File: src/rtl/lvds_rx_pkg.sv
// lvds_rx_pkg: shared definitions for the LVDS receive frame controller.
//   state_t    - frame controller FSM states (IDLE, RECV)
//   CRC4_POLY  - CRC-4 polynomial x^4+x+1, top bit implied (4'h3)
//   CW_DEF     - default width of the saturating error counters
//   crc4_step  - advances a CRC-4 register by one nibble, MSB first
// Optional feature macro used by the consumers of this package: LVDS_RX_CRC_EN.
package lvds_rx_pkg;

  typedef enum logic [0:0] {
    IDLE = 1'b0,
    RECV = 1'b1
  } state_t;

  localparam logic [3:0] CRC4_POLY = 4'h3;
  localparam int         CW_DEF    = 8;

  // Four bit-serial LFSR steps, most significant data bit first.
  function automatic logic [3:0] crc4_step(input logic [3:0] crc, input logic [3:0] nib);
    logic [3:0] c;
    logic       fb;
    c = crc;
    for (int i = 3; i >= 0; i--) begin
      fb = c[3] ^ nib[i];
      c  = {c[2:0], 1'b0} ^ (fb ? CRC4_POLY : 4'h0);
    end
    return c;
  endfunction

endpackage

File: src/rtl/lvds_rx_ctrl_if.sv
// lvds_rx_ctrl_if: DRU-side nibble stream, host-side frame handshake and
// error counters of the LVDS receive frame controller.
//   en, d, ds, dl        - receive enable, nibble, nibble strobe, last flag
//   o, ov, ordy          - frame data, frame valid, consumer ready
//   len_err, to_err,
//   ovf_err, crc_err     - saturating error counters
// Modports: slave = the frame controller, master = its environment.
// Handshake: a frame moves when ov and ordy are both 1 on a rising edge; while
// ov=1 and ordy=0 the controller holds o unchanged; ordy may be driven
// independently of ov.
interface lvds_rx_ctrl_if
  import lvds_rx_pkg::*;
#(
  parameter int NNIB = 10,
  parameter int CW   = CW_DEF
);
  logic                en;
  logic [3:0]          d;
  logic                ds;
  logic                dl;
  logic [4*NNIB-1:0]   o;
  logic                ov;
  logic                ordy;
  logic [CW-1:0]       len_err;
  logic [CW-1:0]       to_err;
  logic [CW-1:0]       ovf_err;
  logic [CW-1:0]       crc_err;

  modport master (
    output en, d, ds, dl, ordy,
    input  o, ov, len_err, to_err, ovf_err, crc_err
  );

  modport slave (
    input  en, d, ds, dl, ordy,
    output o, ov, len_err, to_err, ovf_err, crc_err
  );
endinterface

File: src/rtl/lvds_crc4.sv
// lvds_crc4: nibble-serial CRC-4 (x^4+x+1, init 0).
//   c, r    - clock, synchronous active-high reset
//   i_clr   - restart from 0; combined with i_step the nibble is folded into 0
//   i_step  - fold i_nib into the register
//   i_nib   - data nibble
//   o_crc   - current CRC register
// Only built when LVDS_RX_CRC_EN is defined.
module lvds_crc4
  import lvds_rx_pkg::*;
(
  input  logic       c,
  input  logic       r,
  input  logic       i_clr,
  input  logic       i_step,
  input  logic [3:0] i_nib,
  output logic [3:0] o_crc
);
  logic [3:0] r_crc;
  logic [3:0] w_base;

  assign w_base = i_clr ? 4'h0 : r_crc;

  always_ff @(posedge c) begin
    if (r)           r_crc <= 4'h0;
    else if (i_step) r_crc <= crc4_step(w_base, i_nib);
    else if (i_clr)  r_crc <= 4'h0;
  end

  assign o_crc = r_crc;
endmodule

File: src/rtl/lvds_rx_ctrl.sv
// lvds_rx_ctrl: collects the DRU nibble stream into NNIB-nibble frames, checks
// length, inter-nibble timeout and (with LVDS_RX_CRC_EN) a trailing CRC-4, and
// offers good frames on a valid/ready output with saturating error counters.
//   c            - clock (DRU clock)
//   r            - synchronous active-high reset
//   bus          - lvds_rx_ctrl_if.slave (nibble input, frame output, counters)
//   o_dbg_state  - current FSM state for observation
// Parameters: NNIB nibbles per frame (first nibble most significant),
// TIMEOUT idle cycles allowed between nibbles, CW counter width.
// Macro: LVDS_RX_CRC_EN builds the CRC check; without it crc_err is 0.
module lvds_rx_ctrl
  import lvds_rx_pkg::*;
#(
  parameter int NNIB    = 10,
  parameter int TIMEOUT = 64,
  parameter int CW      = CW_DEF
)(
  input  logic            c,
  input  logic            r,
  lvds_rx_ctrl_if.slave   bus,
  output state_t          o_dbg_state
);
  localparam int FW   = 4 * NNIB;
  localparam int CNTW = $clog2(NNIB + 2);
  localparam int TW   = $clog2(TIMEOUT + 1);

  state_t          r_state, w_state_nxt;
  logic [FW-1:0]   r_asm, w_frame;
  logic [CNTW-1:0] r_cnt, w_cnt_nxt;
  logic [TW-1:0]   r_timer;
  logic [FW-1:0]   r_o;
  logic            r_ov;
  logic [CW-1:0]   r_len_err, r_to_err, r_ovf_err;

  logic w_tmo_hit;
  logic w_shift, w_first, w_done, w_timeout, w_abort;
  logic w_len_ok, w_crc_ok, w_deliver, w_ovf, w_xfer;

  function automatic logic [CW-1:0] sat_inc(input logic [CW-1:0] v, input logic inc);
    return (inc && (v != '1)) ? v + CW'(1) : v;
  endfunction

  // Timer counts idle cycles since the last nibble; this cycle would be the
  // TIMEOUT-th one when it already holds TIMEOUT-1.
  assign w_tmo_hit = (r_timer == TW'(TIMEOUT - 1));

  // ---------------- FSM: state register ----------------
  always_ff @(posedge c) begin
    if (r) r_state <= IDLE;
    else   r_state <= w_state_nxt;
  end

  // ---------------- FSM: next state ----------------
  always_comb begin
    w_state_nxt = r_state;
    case (r_state)
      IDLE: if (bus.en && bus.ds && !bus.dl) w_state_nxt = RECV;
      RECV: if (!bus.en || (bus.ds && bus.dl) || (!bus.ds && w_tmo_hit)) w_state_nxt = IDLE;
      default: w_state_nxt = IDLE;
    endcase
  end

  // ---------------- FSM: outputs (datapath strobes) ----------------
  always_comb begin
    w_shift   = 1'b0;
    w_first   = 1'b0;
    w_done    = 1'b0;
    w_timeout = 1'b0;
    w_abort   = 1'b0;
    case (r_state)
      IDLE: begin
        if (bus.en && bus.ds) begin
          w_shift = 1'b1;
          w_first = 1'b1;
          w_done  = bus.dl;
        end
      end
      RECV: begin
        // Dropping en wins over a nibble in the same cycle.
        if (!bus.en) begin
          w_abort = 1'b1;
        end else if (bus.ds) begin
          w_shift = 1'b1;
          w_done  = bus.dl;
        end else if (w_tmo_hit) begin
          w_timeout = 1'b1;
        end
      end
      default: ;
    endcase
  end

  assign o_dbg_state = r_state;

  // ---------------- Assembly datapath ----------------
  assign w_frame   = {r_asm[FW-5:0], bus.d};
  // Count saturates at NNIB+1 so any over-long frame still reads as bad.
  assign w_cnt_nxt = w_first ? CNTW'(1)
                   : ((r_cnt == CNTW'(NNIB + 1)) ? r_cnt : r_cnt + CNTW'(1));

  always_ff @(posedge c) begin
    if (r)            r_asm <= '0;
    else if (w_shift) r_asm <= w_frame;
  end

  always_ff @(posedge c) begin
    if (r)                                r_cnt <= '0;
    else if (w_done || w_timeout || w_abort) r_cnt <= '0;
    else if (w_shift)                     r_cnt <= w_cnt_nxt;
  end

  always_ff @(posedge c) begin
    if (r)
      r_timer <= '0;
    else if (r_state == RECV && !w_shift && !w_abort && !w_timeout)
      r_timer <= r_timer + TW'(1);
    else
      r_timer <= '0;
  end

  // ---------------- Optional CRC check ----------------
`ifdef LVDS_RX_CRC_EN
  logic [3:0]    w_crc;
  logic [CW-1:0] r_crc_err;

  // The final nibble is the received CRC, so it is compared, not folded in.
  lvds_crc4 u_crc (
    .c      (c),
    .r      (r),
    .i_clr  (w_first),
    .i_step (w_shift && !w_done),
    .i_nib  (bus.d),
    .o_crc  (w_crc)
  );

  assign w_crc_ok = (w_crc == bus.d);

  always_ff @(posedge c) begin
    if (r) r_crc_err <= '0;
    else   r_crc_err <= sat_inc(r_crc_err, w_done && w_len_ok && !w_crc_ok);
  end

  assign bus.crc_err = r_crc_err;
`else
  assign w_crc_ok    = 1'b1;
  assign bus.crc_err = '0;
`endif

  // ---------------- Frame output and handshake ----------------
  assign w_len_ok  = (w_cnt_nxt == CNTW'(NNIB));
  assign w_xfer    = r_ov && bus.ordy;
  // A transfer in the completion cycle frees the slot for the new frame.
  assign w_deliver = w_done && w_len_ok && w_crc_ok && (!r_ov || bus.ordy);
  assign w_ovf     = w_done && w_len_ok && w_crc_ok && r_ov && !bus.ordy;

  always_ff @(posedge c) begin
    if (r) begin
      r_o  <= '0;
      r_ov <= 1'b0;
    end else if (w_deliver) begin
      r_o  <= w_frame;
      r_ov <= 1'b1;
    end else if (w_xfer) begin
      r_ov <= 1'b0;
    end
  end

  always_ff @(posedge c) begin
    if (r) begin
      r_len_err <= '0;
      r_to_err  <= '0;
      r_ovf_err <= '0;
    end else begin
      r_len_err <= sat_inc(r_len_err, w_done && !w_len_ok);
      r_to_err  <= sat_inc(r_to_err, w_timeout);
      r_ovf_err <= sat_inc(r_ovf_err, w_ovf);
    end
  end

  assign bus.o       = r_o;
  assign bus.ov      = r_ov;
  assign bus.len_err = r_len_err;
  assign bus.to_err  = r_to_err;
  assign bus.ovf_err = r_ovf_err;
endmodule

File: src/flat_wrapper.sv
// flat-port wrapper written by rule: the top's interface ports become plain ports
module lvds_rx_ctrl_flat import lvds_rx_pkg::*;
#(
  parameter int NNIB    = 10,
  parameter int TIMEOUT = 64,
  parameter int CW      = CW_DEF
)
  (c, r, o_dbg_state, bus_en, bus_d, bus_ds, bus_dl, bus_ordy, bus_o, bus_ov, bus_len_err, bus_to_err, bus_ovf_err, bus_crc_err);
  lvds_rx_ctrl_if #(.NNIB(NNIB), .CW(CW)) bus_i ();
  input  logic c;
  input  logic r;
  output state_t o_dbg_state;
  input wire logic [$bits(bus_i.en)-1:0] bus_en;
  input wire logic [$bits(bus_i.d)-1:0] bus_d;
  input wire logic [$bits(bus_i.ds)-1:0] bus_ds;
  input wire logic [$bits(bus_i.dl)-1:0] bus_dl;
  input wire logic [$bits(bus_i.ordy)-1:0] bus_ordy;
  output wire logic [$bits(bus_i.o)-1:0] bus_o;
  output wire logic [$bits(bus_i.ov)-1:0] bus_ov;
  output wire logic [$bits(bus_i.len_err)-1:0] bus_len_err;
  output wire logic [$bits(bus_i.to_err)-1:0] bus_to_err;
  output wire logic [$bits(bus_i.ovf_err)-1:0] bus_ovf_err;
  output wire logic [$bits(bus_i.crc_err)-1:0] bus_crc_err;
  assign bus_i.en = bus_en;
  assign bus_i.d = bus_d;
  assign bus_i.ds = bus_ds;
  assign bus_i.dl = bus_dl;
  assign bus_i.ordy = bus_ordy;
  assign bus_o = bus_i.o;
  assign bus_ov = bus_i.ov;
  assign bus_len_err = bus_i.len_err;
  assign bus_to_err = bus_i.to_err;
  assign bus_ovf_err = bus_i.ovf_err;
  assign bus_crc_err = bus_i.crc_err;
  lvds_rx_ctrl #(.NNIB(NNIB), .TIMEOUT(TIMEOUT), .CW(CW)) u_core (.c(c), .r(r), .bus(bus_i), .o_dbg_state(o_dbg_state));
endmodule
File: config.mk
export PLATFORM = sky130hd
export DESIGN_NAME = lvds_rx_ctrl_flat
export DESIGN_NICKNAME = d
export VERILOG_FILES = /design/src/rtl/lvds_rx_pkg.sv /design/src/rtl/lvds_rx_ctrl_if.sv /design/src/rtl/lvds_crc4.sv /design/src/rtl/lvds_rx_ctrl.sv /design/src/flat_wrapper.sv
export SDC_FILE = /design/constraint.sdc
export NUM_CORES = 1
export LEC_CHECK = 0
export BUFFER_PORTS_ARGS = -buffer_cell sky130_fd_sc_hd__buf_2
export CAP_MARGIN = 20
export CORE_ASPECT_RATIO = 0.7
export CORE_UTILIZATION = 55
export DETAILED_ROUTE_END_ITERATION = 10
export GPL_TIMING_DRIVEN = 0
export PLACE_DENSITY = 0.79
export SLEW_MARGIN = 20
export SYNTH_ARGS = -nofsm -noshare
export SYNTH_HDL_FRONTEND = slang
export SYNTH_HIERARCHICAL = 1
export SYNTH_SLANG_ARGS = --single-unit
File: constraint.sdc
create_clock -name c -period 3.15 [get_ports c]
set_clock_uncertainty 0.2 [all_clocks]
set_input_delay 0.63 -clock c [delete_from_list [all_inputs] [get_ports c]]
set_output_delay 0.63 -clock c [all_outputs]
set_load 0.01 [all_outputs]
==> flow_summary_export.csv, run 1 <==
group,metric,value,unit
final_layout,n_antenna_cell,0,
clocking,clkSinkCount,113,
global_route,gr-usage-met2,43.0,%
synthesis,synth_seq_cells,113,
timing,post-route-min-period,2.48,ns
drt,vias,4021,
die,die_x,111,um
synthesis,synth_top_area_share,49.6,%
timing,whs,0.257,ns
global_route,grt_pass1_vias,3753,
setup_path,required_time_of_the_critical_path,3.20,ns
clocking,cts_post_setup_buffers_inserted,0,
clocking,clk_pin_slew,0.05,ns
final_layout,layout.core_utilization,71.2,%
setup_path,timing.critical_path.to_type,"flop",
final_layout,finish.net_count,628,
drt,route.detailed.drc,0,
setup_path,reg2reg_slack,0.67,ns
final_layout,design_area,5650,um^2
global_route,antenna_found_initial,0,
placement,post-place-ws,0.616,ns
setup_path,path_class,"reg -> reg",
global_route,met3_track_usage_gr,6.56,%
die,chipHeight,78.2,um
drt,drt-wirelength-per-cell,14.7,um
synthesis,synth_top_area_cell,"sky130_fd_sc_hd__dfxtp_1",
clocking,ctsHtreeMaxLevel,4,
synthesis,yosysUniqueCellTypes,48,
worst_hold_path,hold-path-cell-count,2,
drt,antenna_violating_nets_post_route,0,
timing,worst_pin_slew,0.597,ns
setup_path,critical_path.startpoint_type,"flop",
pwr,power.static_leakage,2.55,nW
final_layout,synth_to_layout_area_growth,24.0,%
run_status,status,"complete, no violations",
timing,grt_setup_unrepaired,"no",
synthesis,largest_cells_by_area_after_synthesis,"sky130_fd_sc_hd__dfxtp_1, sky130_fd_sc_hd__mux2i_1, sky130_fd_sc_hd__nand2_1, sky130_fd_sc_hd__a21oi_1, sky130_fd_sc_hd__nor2_1",
setup_path,crit-reg2reg-launch,"u_core/r_cnt[0]",
clocking,insertion_delay_of_the_later_clocked_pin_in_the_worst_skew_pair,0.40,ns
synthesis,synth.yosys.warnings,6,
pwr,total_power,3.37,mW
synthesis,ys_dominant_reg_cell,"sky130_fd_sc_hd__dfxtp_1",
clocking,clockRootBuffer,"sky130_fd_sc_hd__clkbuf_16",
die,fp-row-count,27,
synthesis,synth_edf_count,0,
placement,placed_cells_incl_taps,695,
setup_path,path_max_fanout,10,
synthesis,synth_async_sr_flop_share,0,%
final_layout,layout.cells.non_filler,726,
timing,final.setup.tns,0,ns
worst_hold_path,min-delay-start,"u_core/r_asm[33]",
synthesis,yosysSeqAreaShare,49.6,%
timing,fin_crit_sh,78.7,%
global_route,top_usage_layer_grt,"met2",
final_layout,drive_gt1_share,20.8,%
drt,initialDrtViolationCount,255,
drt,detailed_routing_iterations_pass_1,5,
die,initial_core_utilization,57.4,%
drt,via_per_inst,5.54,
global_route,grt-ovfl-total,0,
timing,achievable-frequency,0.403,GHz
synthesis,synth_area,4560,um^2
timing,relSlewSlack,60.2,%
global_route,grt_start_max_net_pins,17,
die,floorplan.die_area,8660,um^2
clocking,cts_inserted_buffers,17,
timing,setup_viol,0,
placement,buffer_ports.inserted,74,
setup_path,worstRegToRegCells,7,
final_layout,most_common_cell_after_layout_fill_and_taps_aside,"sky130_fd_sc_hd__dfxtp_1",
pwr,powerDensity,596,nW/um^2
clocking,post_cts.resized_instances,0,
synthesis,post_synth_inst_count,513,
global_route,grt_util_all_layers,25.5,%
die,coreArea,7940,um^2
placement,placed_standard_cell_area,5080,um^2
global_route,grt_util_met1,32.3,%
pwr,vdd.ir_drop.worst,0.000389,V
final_layout,final_cell_mix,"sky130_fd_sc_hd__dfxtp_1, sky130_fd_sc_hd__nand2_1, sky130_fd_sc_hd__buf_2, sky130_fd_sc_hd__nor2_1, sky130_fd_sc_hd__a21oi_1",
global_route,grt_pass1_wl,17.5,mm
timing,finalHoldViolations,0,
timing,setup_slack,0.670,ns
drt,wl,10.7,mm
clocking,holdBufCountCts,0,
die,floorplan.io_pins,84,
placement,routabilityCongestion,0.851,
flow_run,timing.max_cap.violations,0,
clocking,cts_tree,"built",
worst_hold_path,hold_end,"u_core/r_asm[33]",
setup_path,cp_data_arrival_time,2.53,ns
placement,dp.final_hpwl,7.15,mm
setup_path,worst_r2r_endpoint,"u_core/bus.o[11]",
worst_hold_path,hold_path_class,"reg -> reg",
synthesis,post_synth.cell_area_avg,8.88,um^2
timing,slew_violations,0,
clocking,cts.path.max_buffers,2,
area by class of cell:
cell class	instances	area [um^2]
repair buffers	74	370
plain buffers	37	178
well taps	101	126
clock buffers	18	429
clock inverters	13	140
inverters	2	7.51
flip-flops and latches	113	2260
multi-input cells	368	2140
fillers	597	2290
cell families (layout without fill, tap and decap cells):
logic type               after synthesis  in the layout  share of synthesized area, %
flip-flops                           113            113                          49.6
multiplexers                          47             47                          10.5
adder cells (fa/ha/maj)                5              5                          1.37
XOR/XNOR                               9              9                          1.73
buffers and inverters                 39            144                          4.06
AO/OA/AOI/OAI                         79             79                          10.2
other                                  1              8                        0.0823
AND/OR/NAND/NOR                      220            220                          22.4
worst max-delay path, cell delays in order (launching register included):
cell,delay (ns)
sky130_fd_sc_hd__dfxtp_1,0.43
sky130_fd_sc_hd__ha_1,0.30
sky130_fd_sc_hd__nand4b_1,0.11
sky130_fd_sc_hd__a21oi_1,0.12
sky130_fd_sc_hd__o2111ai_1,0.45
sky130_fd_sc_hd__buf_2,0.40
sky130_fd_sc_hd__mux2i_1,0.24
sky130_fd_sc_hd__nor2_1,0.08
power by group:
group	internal, mW	switching [mW]
clock	1.16	0.672
combinational	0.0284	0.0658
sequential	1.44	0.00578
worst max-delay path by stage:
stage	to	slack (ns)	cells after the start	startpoint
finish	u_core/bus.o[11]	0.67	7	u_core/r_cnt[0]
global placement	u_core/bus.to_err[5]	0.65	6	bus_ds
floorplan	u_core/bus.ovf_err[5]	0.92	7	u_core/r_cnt[0]
CTS	u_core/bus.o[16]	0.70	7	u_core/r_cnt[0]
detailed placement	u_core/bus.to_err[5]	0.62	6	bus_ds
global route	u_core/bus.ovf_err[1]	0.54	7	u_core/r_cnt[0]
flip-flops by register name (all words and copies together), names as in the netlist:
signal              cells
u_core/r_asm           36
u_core/bus.len_err      8
u_core/bus.to_err       8
u_core/bus.o           40
u_core/r_timer          7
u_core/o_dbg_state      1
u_core/bus.ovf_err      8
u_core/r_cnt            4
u_core/bus.ov           1
synthesized netlist by cell type, types with 4 or more instances:
library cell,instances
sky130_fd_sc_hd__clkbuf_1,20
sky130_fd_sc_hd__nand4_1,14
sky130_fd_sc_hd__nand2_1,92
sky130_fd_sc_hd__buf_2,7
sky130_fd_sc_hd__xor2_1,7
sky130_fd_sc_hd__o21ai_0,5
sky130_fd_sc_hd__mux2i_1,41
sky130_fd_sc_hd__dfxtp_1,113
sky130_fd_sc_hd__nor2_1,63
sky130_fd_sc_hd__a21oi_1,53
sky130_fd_sc_hd__or4_1,4
sky130_fd_sc_hd__mux2_2,6
sky130_fd_sc_hd__and3_1,4
sky130_fd_sc_hd__and4_1,4
sky130_fd_sc_hd__buf_4,8
sky130_fd_sc_hd__o31ai_1,6
sky130_fd_sc_hd__ha_1,5
sky130_fd_sc_hd__nor2b_1,9
sky130_fd_sc_hd__nand3_1,11
routing by layer:
| layer | share of wire [%] | routed length [um] |
|---|---|---|
| met3 | 6.6 | 708 |
| met5 | 0 | 0 |
| met4 | 1.0 | 108 |
| met2 | 47 | 5070 |
| met1 | 45 | 4790 |
No activity file was read; power rests on OpenSTA's default activity.
==> inputs of run 2 (changes only) <==
ABC_AREA = 1   (was unset)
CORE_UTILIZATION = 56   (was 55)
PLACE_DENSITY = 0.8   (was 0.79)
clock period = 2.5 ns   (was 3.15 ns; I/O delays follow)
==> flow_summary_export.csv, run 2 <==
group,metric,value,unit
global_route,grt_pass1_wl,18.3,mm
timing,post-route-min-period,2.27,ns
worst_hold_path,min-delay-start,"r",
timing,worst_pin_slew,0.675,ns
worst_hold_path,hold-path-cell-count,2,
timing,slew_violations,0,
timing,fin_crit_sh,90.7,%
final_layout,final_cell_mix,"sky130_fd_sc_hd__nor2_1, sky130_fd_sc_hd__nand2_1, sky130_fd_sc_hd__dfxtp_1, sky130_fd_sc_hd__buf_2, sky130_fd_sc_hd__inv_1",
timing,setup_viol,0,
timing,final.setup.tns,0,ns
setup_path,path_class,"reg -> reg",
synthesis,yosys.cell_count.top_type,"sky130_fd_sc_hd__nor2_1",
flow_run,timing.max_cap.violations,0,
timing,achievable-frequency,0.441,GHz
synthesis,synth_async_sr_flop_share,0,%
die,floorplan.io_pins,84,
clocking,clockRootBuffer,"sky130_fd_sc_hd__clkbuf_16",
final_layout,drive_gt1_share,17.4,%
pwr,vdd.ir_drop.worst,0.000381,V
synthesis,post_synth_inst_count,690,
setup_path,required_time_of_the_critical_path,2.59,ns
synthesis,yosysUniqueCellTypes,31,
final_layout,design_area,5970,um^2
placement,placed_standard_cell_area,5410,um^2
placement,dp.final_hpwl,7.46,mm
setup_path,worst_setup_path_startpoint,"u_core/r_cnt[0]",
setup_path,worst_r2r_endpoint,"u_core/bus.o[35]",
final_layout,largest_register_ff_count,40,
synthesis,ys_dominant_reg_cell,"sky130_fd_sc_hd__dfxtp_1",
worst_hold_path,hold_end,"u_core/r_timer[6]",
clocking,cts.path.max_buffers,2,
pwr,power.static_leakage,2.98,nW
clocking,holdBufCountCts,0,
drt,wl,11.1,mm
run_status,status,"complete, no violations",
global_route,antenna_found_initial,0,
final_layout,most_common_cell_after_layout_fill_and_taps_aside,"sky130_fd_sc_hd__nor2_1",
setup_path,reg2reg_slack,0.23,ns
die,initial_core_utilization,57.6,%
global_route,grt_pass1_vias,4117,
timing,setup_slack,0.232,ns
placement,post-place-ws,0.0906,ns
die,floorplan.die_area,9060,um^2
synthesis,synth.yosys.warnings,6,
clocking,insertion_delay_of_the_later_clocked_pin_in_the_worst_skew_pair,0.41,ns
setup_path,worstRegToRegCells,11,
global_route,grt_util_all_layers,25.5,%
timing,finalHoldViolations,0,
synthesis,synthTopCellsByCount,"sky130_fd_sc_hd__nor2_1, sky130_fd_sc_hd__nand2_1, sky130_fd_sc_hd__dfxtp_1",
synthesis,synth_edf_count,0,
drt,via_per_inst,4.93,
final_layout,area_of_the_multi_input_gates,2160,um^2
setup_path,timing.critical_path.to_type,"flop",
final_layout,fillers,691,
setup_path,path_max_fanout,10,
drt,drt-wirelength-per-cell,12.0,um
placement,buffer_ports.inserted,75,
global_route,grt_start_max_net_pins,17,
die,chipHeight,79.9,um
drt,route.detailed.drc,0,
timing,grt_setup_unrepaired,"no",
clocking,cts_inserted_buffers,17,
die,die_x,113,um
synthesis,synth_top_area_share,46.5,%
die,coreArea,8440,um^2
setup_path,cp_data_arrival_time,2.36,ns
clocking,cts_tree,"built",
drt,vias,4551,
clocking,ctsHtreeMaxLevel,4,
pwr,powerDensity,719,nW/um^2
timing,relSlewSlack,55.0,%
final_layout,sequential_cell_area,2260,um^2
synthesis,yosysSeqAreaShare,46.5,%
placement,routabilityCongestion,0.887,
global_route,grt-ovfl-total,0,
die,fp-row-count,28,
synthesis,synth_top_area_cell,"sky130_fd_sc_hd__dfxtp_1",
final_layout,synth_to_layout_area_growth,22.9,%
clocking,clk_pin_slew,0.05,ns
drt,initialDrtViolationCount,328,
setup_path,crit-reg2reg-launch,"u_core/r_cnt[0]",
final_layout,n_antenna_cell,0,
worst_hold_path,hold_path_class,"in -> reg",
synthesis,synth_seq_cells,113,
clocking,clkSinkCount,113,
synthesis,post_synth.cell_area_avg,7.04,um^2
drt,detailed_routing_iterations_pass_1,5,
synthesis,synth_area,4860,um^2
final_layout,finish.net_count,807,
setup_path,critical_path.startpoint_type,"flop",
synthesis,largest_cells_by_area_after_synthesis,"sky130_fd_sc_hd__dfxtp_1, sky130_fd_sc_hd__nor2_1, sky130_fd_sc_hd__nand2_1, sky130_fd_sc_hd__inv_1, sky130_fd_sc_hd__a21oi_1",
drt,antenna_violating_nets_post_route,0,
run 2: kinds of logic after synthesis:
kind of cell | after synthesis | synth area share, %
AOI/OAI and AO/OA | 72 | 7.57
xor gates and xnor gates | 17 | 3.06
adders and majority gates | 5 | 1.29
buffers and inverters | 105 | 9.47
DFF | 113 | 46.5
other | 1 | 0.0772
and+or+nand+nor | 377 | 32.0
run 2: report_power, final:
group	internal, mW	leakage (nW)	switching (mW)
logic	0.0592	1.80	0.116
registers	1.84	0.917	0.0318
clock network	1.44	0.272	0.802
total	3.35	2.98	0.950
run 2: how the worst max path moves through the flow:
stage / to / cells after the start
floorplan: u_core/bus.o[30] / 11
global placement: u_core/bus.o[35] / 9
detailed placement: u_core/bus.o[35] / 11
CTS: u_core/bus.o[35] / 11
global route: u_core/bus.o[35] / 11
finish: u_core/bus.o[35] / 11
run 2: final cells by class:
cell class | count | share of cell area, %
multi-input cells | 479 | 36.2
plain buffers | 36 | 3.37
flip-flops and latches | 113 | 37.9
clock buffers | 19 | 7.25
inverters | 69 | 4.34
well taps | 120 | 2.51
clock inverters | 12 | 1.99
repair buffers | 76 | 6.41
run 2: worst max-delay path, stage by stage (launching register included):
cell and delay (ns):
sky130_fd_sc_hd__dfxtp_2 0.39, sky130_fd_sc_hd__ha_1 0.22, sky130_fd_sc_hd__inv_1 0.07, sky130_fd_sc_hd__nor2_1 0.18, sky130_fd_sc_hd__nand3_1 0.10, sky130_fd_sc_hd__nand2_1 0.10, sky130_fd_sc_hd__nand3_2 0.09, sky130_fd_sc_hd__nor2_4 0.15
sky130_fd_sc_hd__nand3_4 0.16, sky130_fd_sc_hd__buf_2 0.25, sky130_fd_sc_hd__nor2_1 0.18, sky130_fd_sc_hd__nor2_1 0.08
run 2: layer usage:
metal | share of wire [%] | up-vias | global-route usage (%)
met2 | 46 | 122 | 43.0
li1 | - | 2330 | -
met5 | 0 | - | 0
met1 | 47 | 2085 | 32.1
met3 | 5.9 | 14 | 6.61
met4 | 1.1 | 0 | 8.29
run 2: repair_timing:
action,4_1_cts,5_1_grt
buffers inserted,0,1
endpoints found under the hold margin,0,0
resized for setup,0,1
endpoints found under the setup margin,0,40
run 2: per-stage QoR:
step                      std cells  util, %  power (mW)  hold WS (ns)
final                           924     70.7        4.30         0.112
after global routing            924     70.7        4.45         0.115
after CTS                       923     70.6        4.32         0.107
after detailed placement        892     64.1        2.08         0.241
after global placement          892     64.1        2.07         0.227
after floorplan                 697        -        2.03         0.218
